[config.mk]
export PLATFORM = sky130hd
export DESIGN_NAME = uart_baud_ctrl
export DESIGN_NICKNAME = d
export VERILOG_FILES = /design/src/rtl/uart_baud_ctrl.sv
export SDC_FILE = /design/constraint.sdc
export NUM_CORES = 1
export LEC_CHECK = 0
export CORE_ASPECT_RATIO = 1.75
export CORE_MARGIN = 5
export CORE_UTILIZATION = 50
export CTS_BUF_LIST = sky130_fd_sc_hd__clkbuf_8
export DETAILED_ROUTE_END_ITERATION = 10
export PLACE_DENSITY = 0.72
export SETUP_SLACK_MARGIN = 0.05
export SLEW_MARGIN = 10
export SYNTH_ARGS = -nofsm -noshare
export SYNTH_HDL_FRONTEND = slang
export SYNTH_SLANG_ARGS = --single-unit
[constraint.sdc]
create_clock -name clk_in -period 1.7 [get_ports clk_in]
set_input_delay 0.34 -clock clk_in [delete_from_list [all_inputs] [get_ports clk_in]]
set_output_delay 0.34 -clock clk_in [all_outputs]
set_load 0.03 [all_outputs]
[src/rtl/uart_baud_ctrl.sv]
`timescale 1ns/1ps
// uart_baud_ctrl: baud-rate selection register and tick scheduler for the UART.
// Derives the oversample tick and the bit tick from the system clock, and swaps
// the active rate through a req/ack handshake only while the link is idle so
// that no frame ever straddles two rates.
//
// Ports:
//   clk_in    - system clock, rising edge
//   rst_n     - asynchronous active-low reset
//   en        - tick enable; counters are held at zero while low
//   cfg_req   - rate-change request (level, dropped by requester after ack)
//   cfg_sel   - requested rate: 00=4800, 01=9600, 10=19200, 11=38400
//   cfg_ack   - one-cycle pulse in the cycle the new rate becomes active
//   link_busy - OR of TX and RX busy
//   pending   - request accepted, waiting for the link to go idle
//   cur_sel   - active rate selection
//   tick_os   - oversample tick, one-cycle pulse
//   tick_bit  - bit tick, coincident with every OVERSAMPLE-th tick_os
module uart_baud_ctrl #(
  parameter int unsigned OVERSAMPLE = 16,
  parameter int unsigned DIV_SEL0   = 651,
  parameter int unsigned DIV_SEL1   = 326,
  parameter int unsigned DIV_SEL2   = 163,
  parameter int unsigned DIV_SEL3   = 81,
  parameter logic [1:0]  RESET_SEL  = 2'b01
) (
  input  logic       clk_in,
  input  logic       rst_n,
  input  logic       en,
  input  logic       cfg_req,
  input  logic [1:0] cfg_sel,
  output logic       cfg_ack,
  input  logic       link_busy,
  output logic       pending,
  output logic [1:0] cur_sel,
  output logic       tick_os,
  output logic       tick_bit
);

  localparam int unsigned DIV_W = 16;
  localparam int unsigned OS_W  = (OVERSAMPLE > 1) ? $clog2(OVERSAMPLE) : 1;
  localparam logic [OS_W-1:0] OS_LAST = OS_W'(OVERSAMPLE - 1);

  typedef enum logic [1:0] {
    RUN       = 2'd0,
    WAIT_IDLE = 2'd1,
    APPLY     = 2'd2
  } state_t;

  state_t             state_q, state_d;
  logic [1:0]         sel_q, sel_d;
  logic [1:0]         cur_sel_d;
  logic [DIV_W-1:0]   div_cnt_q, div_cnt_d;
  logic [OS_W-1:0]    os_cnt_q, os_cnt_d;
  logic               pending_d, cfg_ack_d, tick_os_d, tick_bit_d;
  logic [DIV_W-1:0]   div_last;
  logic               wrap;
  logic               os_wrap;

  // Terminal count of the divider for the active rate.
  always_comb begin
    div_last = DIV_W'(DIV_SEL1 - 1);
    case (cur_sel)
      2'd0:    div_last = DIV_W'(DIV_SEL0 - 1);
      2'd1:    div_last = DIV_W'(DIV_SEL1 - 1);
      2'd2:    div_last = DIV_W'(DIV_SEL2 - 1);
      default: div_last = DIV_W'(DIV_SEL3 - 1);
    endcase
  end

  assign wrap    = en && (div_cnt_q == div_last);
  assign os_wrap = (os_cnt_q == OS_LAST);

  // Next-state, counter and registered-output logic.
  always_comb begin
    state_d    = state_q;
    sel_d      = sel_q;
    cur_sel_d  = cur_sel;
    pending_d  = pending;
    cfg_ack_d  = 1'b0;
    div_cnt_d  = '0;
    os_cnt_d   = '0;
    tick_os_d  = 1'b0;
    tick_bit_d = 1'b0;

    if (en) begin
      div_cnt_d  = wrap ? '0 : div_cnt_q + DIV_W'(1);
      os_cnt_d   = wrap ? (os_wrap ? '0 : os_cnt_q + OS_W'(1)) : os_cnt_q;
      tick_os_d  = wrap;
      tick_bit_d = wrap && os_wrap;
    end

    case (state_q)
      RUN: begin
        if (cfg_req) begin
          sel_d     = cfg_sel;
          pending_d = 1'b1;
          state_d   = WAIT_IDLE;
        end
      end
      WAIT_IDLE: begin
        if (!cfg_req) begin
          pending_d = 1'b0;
          state_d   = RUN;
        end else if (!link_busy) begin
          // Registers loaded here are visible during the APPLY cycle:
          // new rate, cleared counters, ack high, ticks suppressed.
          state_d    = APPLY;
          cur_sel_d  = sel_q;
          pending_d  = 1'b0;
          cfg_ack_d  = 1'b1;
          div_cnt_d  = '0;
          os_cnt_d   = '0;
          tick_os_d  = 1'b0;
          tick_bit_d = 1'b0;
        end
      end
      APPLY:   state_d = RUN;
      default: state_d = RUN;
    endcase
  end

  // State and output registers.
  always_ff @(posedge clk_in or negedge rst_n) begin
    if (!rst_n) begin
      state_q   <= RUN;
      sel_q     <= RESET_SEL;
      cur_sel   <= RESET_SEL;
      div_cnt_q <= '0;
      os_cnt_q  <= '0;
      pending   <= 1'b0;
      cfg_ack   <= 1'b0;
      tick_os   <= 1'b0;
      tick_bit  <= 1'b0;
    end else begin
      state_q   <= state_d;
      sel_q     <= sel_d;
      cur_sel   <= cur_sel_d;
      div_cnt_q <= div_cnt_d;
      os_cnt_q  <= os_cnt_d;
      pending   <= pending_d;
      cfg_ack   <= cfg_ack_d;
      tick_os   <= tick_os_d;
      tick_bit  <= tick_bit_d;
    end
  end

endmodule
==> flow_summary.yaml <==
placed_design:
  dp_slack_ps: -257
  place_inst: 199
  port-buffer-count: 12
  gp_congestion: 0.811
  dp_hpwl_um: 2400
  dpl_cell_area_um2: 1790
critical_path:
  start_kind: "flip-flop"
  arrival_ps: 1980
  crit_fanout: 9
  crit_required_ps: 1910
  reg2reg_slack_ps: -70
  critPathKind: "flip-flop to flip-flop"
  cp-end-kind: "flip-flop"
  worstRegToRegCells: 7
yosys:
  ys.flop_type: "dfrtp_1"
  synth_top_area_share: 0.460
  synthSimpleGateAreaFrac: 0.254
  synth_seq_cells: 30
  ys_types: 38
  syn-num-nets: 155
  synth.area.mux_share: 0.0493
  yosysWarnings: 0
  synth_top_family_by_area: "simple AND/OR/NAND/NOR gates"
  seq_area_frac_synth: 0.494
  synthTopCellsByArea: "dfrtp_1 (46%), xor2_1 (6.3%), nor2_2 (3.7%)"
  async_reset_ff_frac: 1.00
  synthesis.area_um2: 1520
  synth_enable_flop_cells: 0
  synth_xor_xnor_area_share: 0.0805
  synth-compound-area-share: 0.0780
  synth_top_area_cell: "dfrtp_1"
  syn-instance-count: 146
  syn_avg_cell_area_um2: 10.4
  synthAdderAreaFrac: 0.0164
timing:
  max_freq_ghz: 0.566
  final-max-slew-violation-count: 0
  finalClockSkew_ps: 1.98
  slew_headroom: 0.745
  finalSetupViolCount: 15
  hold_viol_final: 0
  setup_slack_ps: -65.3
  worst_slew_pin_slew_ps: 382
  fin_crit_sh: 1.04
  period_needed_ps: 1770
  rsz0062_at_grt: "true"
cts:
  cts_max_path_buffers: 2
  cts_root_buf: "clkbuf_8"
  clk_pin_slew_ps: 60
  cts_tree: "done"
  cts_hold_buffers: 0
  cts_sinks: 30
  htreeDepth: 2
  clk_latency_ps: 280
  cts_buffers: 5
detailed_routing:
  dr.pass1.iters: 4
  avgViaCountPerCell: 5.71
  drt-met1-wl_um: 1250
  vias: 1204
  wl_met2_um: 1950
  post-route-drc-count: 0
  drt_iter0_markers: 17
  wl_per_cell_um: 16.0
  wl_met3_um: 97
  final_antenna_net_count: 0
  routed.top_layer: "met4"
  drt-total-wl_um: 3370
global_routing:
  grt.overflow.total: 0
  grt_use_total: 0.179
  grt_pass1_wl_um: 5780
  grt_pass1_vias: 1276
  antenna_found_initial: 0
  grt_max_degree: 31
status:
  violations: "negative setup slack"
  outcome: "finished with violations"
floorplan:
  die-area_um2: 4300
  std_cell_rows: 26
  core_um2: 2930
  initial_utilization: 0.521
  die_h_um: 83.0
  chipWidth_um: 51.7
  ioPinCount: 13
pwr:
  p_leak_nw: 0.941
  pwr_density_cell_nw_per_um2: 1060
  ir_drop_v: 0.000838
  total_power_mw: 2.13
hold_path:
  hold_path.class: "input port to async pin"
final_layout:
  final_cells: 211
  multi_input_area_um2: 787
  ff_latch_area_um2: 754
  fin_area_um2: 2010
  diodes: 0
  areaGrowthSynthToFinish_pct: 31.8
  nFillCells: 249
  drive_gt1_frac: 0.317
  final_nets: 191
run:
  drv_cap: 0
[repair_timing]
item | CTS | global route
resized for setup | 8 | 18
pin swaps | 1 | 5
endpoints found under the setup margin | 23 | 25
buffers inserted | 2 | 2
[path summary, 6_finish.rpt]
kind,to,start
worst max-delay path,div_cnt_q[8]$_DFF_PN0_,cur_sel[0]$_DFFE_PN1P_
worst min-delay path,div_cnt_q[6]$_DFF_PN0_,rst_n
worst max register to register,div_cnt_q[8]$_DFF_PN0_,cur_sel[0]$_DFFE_PN1P_
worst min register to register,sel_q[1]$_DFFE_PN0P_,sel_q[1]$_DFFE_PN0P_
max in group asynchronous,sel_q[0]$_DFFE_PN1P_,rst_n
min in group clk_in,sel_q[1]$_DFFE_PN0P_,sel_q[1]$_DFFE_PN0P_
[metrics by stage]
stage | util | setup TNS [ps] | hold slack [ps]
final | 0.686 | -464 | 442
after global placement | 0.610 | -4880 | 495
after detailed placement | 0.610 | -4990 | 520
after CTS | 0.660 | -614 | 460
after floorplan | - | -1210 | 44.4
after global routing | 0.686 | -1770 | 477
[cells by family after synthesis]
kind of cell	after synthesis
DFF	30
and+or+nand+nor	70
AOI/OAI and AO/OA	16
muxes	7
xor gates and xnor gates	14
buffers and inverters	7
adders and majority gates	2
[critical path, cell delays in order, from the launching register on]
cell	delay, ps
dfstp_2	560
buf_12	120
or2_4	120
a21oi_2	50
and4_4	160
a311o_2	410
buf_12	160
nor2_2	110
[final cells by class]
class                   count  share of cell area
multi-input cells         109               0.392
flip-flops and latches     30               0.376
repair buffers             32               0.153
clock buffers               5              0.0343
clock inverters             3              0.0199
well taps                  28              0.0174
inverters                   4             0.00748
[per-layer routing]
metal | vias up | global-route usage
met3 | 6 | 0.0430
met2 | 17 | 0.319
met1 | 602 | 0.193
met4 | 0 | 0.0764
met5 | - | 0
li1 | 579 | -
[power breakdown]
| group | internal (mW) | switching (mW) |
|---|---|---|
| registers | 0.769 | 0.0609 |
| logic | 0.317 | 0.285 |
| clock network | 0.430 | 0.267 |
[synth_stat cells, types with 4 or more instances]
cell	n
nand4_1	4
dfrtp_1	28
and3_1	5
inv_1	4
nor2_1	13
mux2_2	4
nand2b_1	5
nor2_2	9
a21oi_1	5
nand3_1	10
xor2_1	11
nand2_1	10
[registers in the layout (all words and copies together), names as in the netlist]
signal,flops
cfg_ack,1
cur_sel,2
div_cnt_q,16
os_cnt_q,4
pending,1
sel_q,2
state_q,2
tick_bit,1
tick_os,1
[layout by cell type (no fill, tap or decap), drive strengths merged, types with 2 or more instances in the layout]
master,instances
and4,3
nand2,10
dlymetal6s2s,2
a21oi,6
clkinv,2
and3,5
xor2,11
clkdlybuf4s50,7
dlygate4sd2,2
dfrtp,28
nor3b,3
nand4,4
inv,4
mux2i,3
mux2,4
o21ai,2
nor3,3
nand2b,5
nor2,22
buf,20
clkbuf,6
ha,2
nand3,10
dfstp,2
xnor2,3
Note: power is estimated with default switching activity, not from simulation.
